`config.mk`:
```
export PLATFORM = sky130hd
export DESIGN_NAME = boa_rst_ctrl
export DESIGN_NICKNAME = d
export VERILOG_FILES = /design/src/rtl/boa_rst_pkg.sv /design/src/rtl/boa_debounce.sv /design/src/rtl/boa_rst_ctrl.sv
export SDC_FILE = /design/constraint.sdc
export NUM_CORES = 1
export LEC_CHECK = 0
export BUFFER_PORTS_ARGS = -buffer_cell sky130_fd_sc_hd__buf_2
export CAP_MARGIN = 20
export CORE_AREA = 5 5 54 56
export CTS_BUF_LIST = sky130_fd_sc_hd__clkbuf_16
export DETAILED_ROUTE_END_ITERATION = 7
export DIE_AREA = 0 0 59 61
export GPL_ROUTABILITY_DRIVEN = 0
export PLACE_DENSITY_LB_ADDON = 0.05
export SLEW_MARGIN = 10
export SYNTH_ARGS = -nofsm -noshare
export SYNTH_HDL_FRONTEND = slang
export SYNTH_HIERARCHICAL = 1
export SYNTH_SLANG_ARGS = --single-unit
```
`constraint.sdc`:
```
create_clock -name clk -period 1.6 [get_ports clk]
set_input_delay 0.24 -clock clk [delete_from_list [all_inputs] [get_ports clk]]
set_output_delay 0.24 -clock clk [all_outputs]
set_load 0.02 [all_outputs]
```
`src/rtl/boa_rst_pkg.sv`:
```
// Shared types for the reset/power sequencer: FSM state and reset-cause
// encodings, plus the cause priority helper.
package boa_rst_pkg;

  typedef enum logic [1:0] {
    RESET = 2'd0,
    RUN   = 2'd1,
    SHDN  = 2'd2
  } rst_state_t;

  typedef enum logic [1:0] {
    CAUSE_POR  = 2'b00,
    CAUSE_BTN  = 2'b01,
    CAUSE_PMU  = 2'b10,
    CAUSE_WAKE = 2'b11
  } rst_cause_t;

  // PMU outranks the button, which outranks wake, when sources coincide.
  function automatic rst_cause_t pick_cause(input logic pmu, input logic btn);
    if (pmu) begin
      return CAUSE_PMU;
    end else if (btn) begin
      return CAUSE_BTN;
    end
    return CAUSE_WAKE;
  endfunction

endpackage

```
`src/rtl/boa_debounce.sv`:
```
// Button conditioner: sync_stages-deep synchroniser followed by a debounce
// counter. The output flips only after the synchronised input has disagreed
// with it for db_len consecutive cycles; any agreement clears the counter.
module boa_debounce #(
  parameter int unsigned db_len      = 12000,
  parameter int unsigned sync_stages = 2
) (
  input  logic clk,
  input  logic rst,
  input  logic in,
  output logic out
);

  localparam int unsigned CW = $clog2(db_len + 1);
  localparam logic [CW-1:0] CNT_LAST = CW'(db_len - 1);

  logic [sync_stages-1:0] sync_q;
  logic [sync_stages-1:0] sync_d;
  logic                   synced;
  logic [CW-1:0]          cnt_q;
  logic [CW-1:0]          cnt_d;
  logic                   out_q;
  logic                   out_d;

  assign sync_d = {sync_q[sync_stages-2:0], in};
  assign synced = sync_q[sync_stages-1];
  assign out    = out_q;

  // Count disagreement cycles; flip the output on the last one.
  always_comb begin
    cnt_d = '0;
    out_d = out_q;
    if (synced != out_q) begin
      if (cnt_q == CNT_LAST) begin
        out_d = ~out_q;
      end else begin
        cnt_d = cnt_q + 1'b1;
      end
    end
  end

  // Synchroniser chain, counter and debounced output registers.
  always_ff @(posedge clk) begin
    if (rst) begin
      sync_q <= '0;
      cnt_q  <= '0;
      out_q  <= 1'b0;
    end else begin
      sync_q <= sync_d;
      cnt_q  <= cnt_d;
      out_q  <= out_d;
    end
  end

endmodule

```
`src/rtl/boa_rst_ctrl.sv`:
```
// Reset and power sequencer ahead of the main SoC. Turns the reset button,
// optional wake button and PMU requests into a stretched core reset and a
// clock-hold shutdown, and records the cause of the last reset.
// Optional feature macro: BOA_RST_WAKE_EN (wake button exits SHDN).
module boa_rst_ctrl
  import boa_rst_pkg::*;
#(
  parameter int unsigned rst_len     = 3,
  parameter int unsigned db_len      = 12000,
  parameter int unsigned sync_stages = 2
) (
  input  logic       clk,
  input  logic       rst,
  input  logic       btn_rst,
  input  logic       btn_wake,
  input  logic       pmu_rst_req,
  input  logic       pmu_shdn_req,
  output logic       core_rst,
  output logic       shdn,
  output logic [1:0] rst_cause,
  output logic [1:0] state_dbg
);

  localparam int unsigned CW = $clog2(rst_len + 1);
  localparam logic [CW-1:0] CNT_LOAD = CW'(rst_len);
  localparam logic [CW-1:0] CNT_ONE  = CW'(1);

  rst_state_t    state_q;
  rst_state_t    state_d;
  logic [CW-1:0] cnt_q;
  logic [CW-1:0] cnt_d;
  rst_cause_t    cause_q;
  rst_cause_t    cause_d;
  logic          core_rst_q;
  logic          shdn_q;

  logic          db_rst;
  logic          wake_evt;
  logic          trigger;

  boa_debounce #(
    .db_len      (db_len),
    .sync_stages (sync_stages)
  ) u_db_rst (
    .clk (clk),
    .rst (rst),
    .in  (btn_rst),
    .out (db_rst)
  );

`ifdef BOA_RST_WAKE_EN
  logic db_wake;
  logic wake_prev_q;

  boa_debounce #(
    .db_len      (db_len),
    .sync_stages (sync_stages)
  ) u_db_wake (
    .clk (clk),
    .rst (rst),
    .in  (btn_wake),
    .out (db_wake)
  );

  // Previous debounced wake level, for rising-edge detection.
  always_ff @(posedge clk) begin
    if (rst) begin
      wake_prev_q <= 1'b0;
    end else begin
      wake_prev_q <= db_wake;
    end
  end

  // Only a fresh press while shut down counts; a held button does not retrigger.
  assign wake_evt = db_wake & ~wake_prev_q & (state_q == SHDN);
`else
  logic unused_wake;
  assign unused_wake = btn_wake;
  assign wake_evt    = 1'b0;
`endif

  assign trigger = db_rst | pmu_rst_req | wake_evt;

  // Next-state logic: any trigger wins and reloads the stretch counter.
  always_comb begin
    state_d = state_q;
    cnt_d   = cnt_q;
    cause_d = cause_q;
    if (trigger) begin
      state_d = RESET;
      cnt_d   = CNT_LOAD;
      cause_d = pick_cause(pmu_rst_req, db_rst);
    end else begin
      case (state_q)
        RESET: begin
          cnt_d = cnt_q - 1'b1;
          if (cnt_q <= CNT_ONE) begin
            state_d = RUN;
          end
        end
        RUN: begin
          if (pmu_shdn_req) begin
            state_d = SHDN;
          end
        end
        SHDN: begin
          state_d = SHDN;
        end
        default: begin
          state_d = RESET;
          cnt_d   = CNT_LOAD;
        end
      endcase
    end
  end

  // State, counter, cause and registered outputs decoded from the next state.
  always_ff @(posedge clk) begin
    if (rst) begin
      state_q    <= RESET;
      cnt_q      <= CNT_LOAD;
      cause_q    <= CAUSE_POR;
      core_rst_q <= 1'b1;
      shdn_q     <= 1'b0;
    end else begin
      state_q    <= state_d;
      cnt_q      <= cnt_d;
      cause_q    <= cause_d;
      core_rst_q <= (state_d == RESET);
      shdn_q     <= (state_d == SHDN);
    end
  end

  assign core_rst  = core_rst_q;
  assign shdn      = shdn_q;
  assign rst_cause = cause_q;
  assign state_dbg = state_q;

endmodule

```
==> metrics <==
share of synthesized area occupied by flip-flops and latches 0.452; post-layout net count approximately 140; total power draw 1250 uW; Leak Pwr 0.000559 uW; cells traversed along the worst timing path inv_1 -> ha_1 -> and4b_2 -> nor3_1 -> nor3_1; Final Cell Area 1290 sq um; total global routing overflow 0; global-route wire length before repair 3570 um; critical-path cell with the highest stage delay dfxtp_1; maximum number of pins on one net before global-route repair 15; buffer count from post-CTS setup fixing 0; end of the worst hold path u_db_rst/sync_q[0]$_SDFF_PP0_; number of cells on the worst hold path 2; delay of the slowest cell on the worst path about 0.44 ns; average via count per standard cell 5.14; iteration-0 DRC count of the detailed router 11; cell occurring most often along the worst timing path nor3_1; effective utilization at floorplan 0.464; number of non-filler instances in the completed layout 160; maximum clock frequency 694 MHz; instance count of the mapped netlist 114; fraction of synthesized cell area taken by the top area cell type 0.452; number of global-route vias before repair 804; total number of clock tree sinks 25; worst clock skew on the final layout 0.00216 ns; Inst Count DP between 150 and 200; number of buffers created by CTS 3; number of diodes added for antenna fixing 0; final worst setup slack 0.159 ns; fill cell instance count of the final layout 235; Setup crit end kind register; mean routed wirelength per cell 12.1 um; Post-Route Setup TNS 0 ns; R2R depth 5; cells taking the most area after synthesis dfxtp_1 (45%), xor2_1 (8.7%), ha_1 (6.8%), nor2_1 (6.1%), nand3_1 (2.7%); TritonCTS clock tree built; class of the most critical setup path reg -> reg; count of boundary I/O pins 12; area of combinational cells with multiple inputs 582 sq um; classification of the worst-slack hold path in -> reg; Post-DRT Antenna Nets 0; arrival time worst endpoint 1.58 ns; count of cell types in the netlist 32; Fin. Hold Viols 0; biggest fanout along the worst timing path 6; Avg Inst Size Synth 9.71 sq um; slew at the pin closest to its max-slew limit 0.432 ns; number of hold-repair buffers added at the cts stage 0; worst-case clock buffer depth 2; Area growth, synth to finish 16.6%; row cnt 18; width of the die 59 um; DRC violation count after routing 0; Seq. cell area around 500 sq um; number of vias after detailed routing just over 800; RSZ-0062 raised after global routing false; clock-pin slew reported for the worst setup and hold paths after clock tree synthesis 0.06 ns; capture instance of the worst register-to-register path shdn$_SDFF_PP0_; total of flip-flops plus latches after synthesis 25; launch point of the worst reg-to-reg path state_dbg[0]$_SDFF_PP0_; Largest delay share family, worst path simple AND/OR/NAND/NOR gates; Synthesized Nets about 130; total cell area at the placement stage 1210 sq um; Pwr per Cell Area 971 nW/um^2; worst reg-to-reg setup slack 0.16 ns; tightest slew margin relative to the limit 0.709; aggregate routed wire length 1930 um; endpoints failing setup 0; number of iterations in the first detailed-routing pass 4; startpoint class of the critical path register; post-synthesis instance area 1110 sq um; CTS HTree Levels 1; number of antenna violations at the first check in global routing 0; overall fraction of global-route tracks in use 0.126; warning count from the yosys run 6; Die Outline Area 3600 sq um; pre-CTS setup slack approximately 0.12 ns; biggest area consumer among synthesized cells dfxtp_1; maximum ir drop on the vdd rail roughly 0.52 mV; crit path buf inv count 1; MaxCap Viol Count 0; count of input and output buffers 10; placeable core region 2390 sq um; DIE HEIGHT 61 um; latest clock arrival within the worst-skew pair 0.26 ns; Slew Limit Fails 0; origin of the worst min-delay path btn_rst; WP data required 1.74 ns; Final period util 0.901; time the worst path needs with I/O delays and setup approximately 1.4 ns; CTS root buf clkbuf_16; outcome complete, no violations; fraction of final layout cells sized beyond drive strength 1 0.215; detailed placer's ending HPWL approximately 1400 um
==> cell families (layout without fill, tap and decap cells) <==
| group | count (synthesis) | in the layout | share of synthesized area |
|---|---|---|---|
| compound gates | 5 | 5 | 0.0362 |
| xor+xnor | 13 | 13 | 0.103 |
| fa+ha+maj | 6 | 6 | 0.0678 |
| buf+inv | 6 | 22 | 0.0271 |
| flops | 25 | 25 | 0.452 |
| mux | 2 | 2 | 0.0181 |
| simple gates | 57 | 57 | 0.296 |
==> how the worst max path moves through the flow <==
stage	from	end	slack (ns)	cells after the start
CTS	u_db_rst/cnt_q[1]$_SDFF_PP0_	u_db_rst/cnt_q[2]$_SDFF_PP0_	0.10	5
global placement	state_dbg[0]$_SDFF_PP0_	shdn$_SDFF_PP0_	0.15	5
detailed placement	u_db_rst/cnt_q[1]$_SDFF_PP0_	u_db_rst/cnt_q[2]$_SDFF_PP0_	0.12	5
finish	state_dbg[0]$_SDFF_PP0_	shdn$_SDFF_PP0_	0.16	5
floorplan	state_dbg[0]$_SDFF_PP0_	shdn$_SDFF_PP0_	0.15	5
global route	state_dbg[0]$_SDFF_PP0_	core_rst$_SDFF_PP1_	0.05	5
==> sequential cells by signal (all words and copies together) (netlist names) <==
signal	count
u_db_rst/sync_q	2
u_db_rst/cnt_q	14
u_db_rst/out	1
core_rst	1
state_dbg	2
rst_cause	2
shdn	1
cnt_q	2
==> timing repair <==
action | 4_1_cts | 5_1_grt
gates resized for setup | 0 | 1
setup endpoints to repair | 0 | 2
hold endpoints to repair | 0 | 0
==> routing by layer <==
| metal | vias to the layer above | wire length [um] | GRT usage |
|---|---|---|---|
| met4 | 0 | 25 | 0.0583 |
| met2 | 11 | 933 | 0.210 |
| met5 | - | 0 | 0 |
| met1 | 387 | 919 | 0.162 |
| met3 | 4 | 54 | 0.0191 |
| li1 | 421 | - | - |
==> cells in the mapped netlist <==
| cell type | number |
|---|---|
| dfxtp_1 | 25 |
| nor2_1 | 18 |
| xor2_1 | 11 |
| ha_1 | 6 |
| nand3_1 | 6 |
| inv_1 | 5 |
| nor3_1 | 5 |
| and3_1 | 4 |
| nand2_1 | 4 |
| nand4_1 | 4 |
| and3_2 | 2 |
| mux2i_1 | 2 |
| nor2b_1 | 2 |
| xnor2_1 | 2 |
| a21oi_1 | 1 |
| and2_1 | 1 |
| and2_2 | 1 |
| and2b_2 | 1 |
| and4_1 | 1 |
| and4_4 | 1 |
| and4b_2 | 1 |
| buf_6 | 1 |
| nand2_2 | 1 |
| nand2b_1 | 1 |
| nand4_2 | 1 |
| nor3b_2 | 1 |
| nor4_1 | 1 |
| nor4b_2 | 1 |
| o21a_1 | 1 |
| o21ai_0 | 1 |
| o22ai_1 | 1 |
| o41ai_2 | 1 |
==> layout by cell type (no fill, tap or decap), types with 3 or more instances in the layout <==
| cell type | instances |
|---|---|
| dfxtp_1 | 25 |
| and3_1 | 4 |
| nor2_1 | 18 |
| ha_1 | 6 |
| nor3_1 | 5 |
| buf_2 | 10 |
| inv_1 | 5 |
| nand4_1 | 4 |
| nand3_1 | 6 |
| nand2_1 | 4 |
| clkbuf_16 | 3 |
| buf_4 | 3 |
| xor2_1 | 11 |
==> where the power goes <==
part	leakage [uW]	switching (uW)	internal [uW]
sequential	0.000203	6.60	633
combinational	0.000316	32.3	24.7
clock	0.0000409	220	337
==> metrics by stage <==
step | hold WS, ns | utilization
3_5_place_dp | 0.434 | 0.505
4_1_cts | 0.186 | 0.539
6_report | 0.187 | 0.541
3_3_place_gp | 0.428 | 0.505
2_1_floorplan | 0.312 | -
5_1_grt | 0.195 | 0.541
==> final cells by class <==
class / instances / area share
Multi-Input combinational cell: 83 / 0.451
Sequential cell: 25 / 0.388
Clock buffer: 3 / 0.0581
Timing Repair Buffer: 13 / 0.0562
Tap cell: 30 / 0.0291
Inverter: 5 / 0.0145
Clock inverter: 1 / 0.00388
Note: power is estimated with default switching activity, not from simulation.
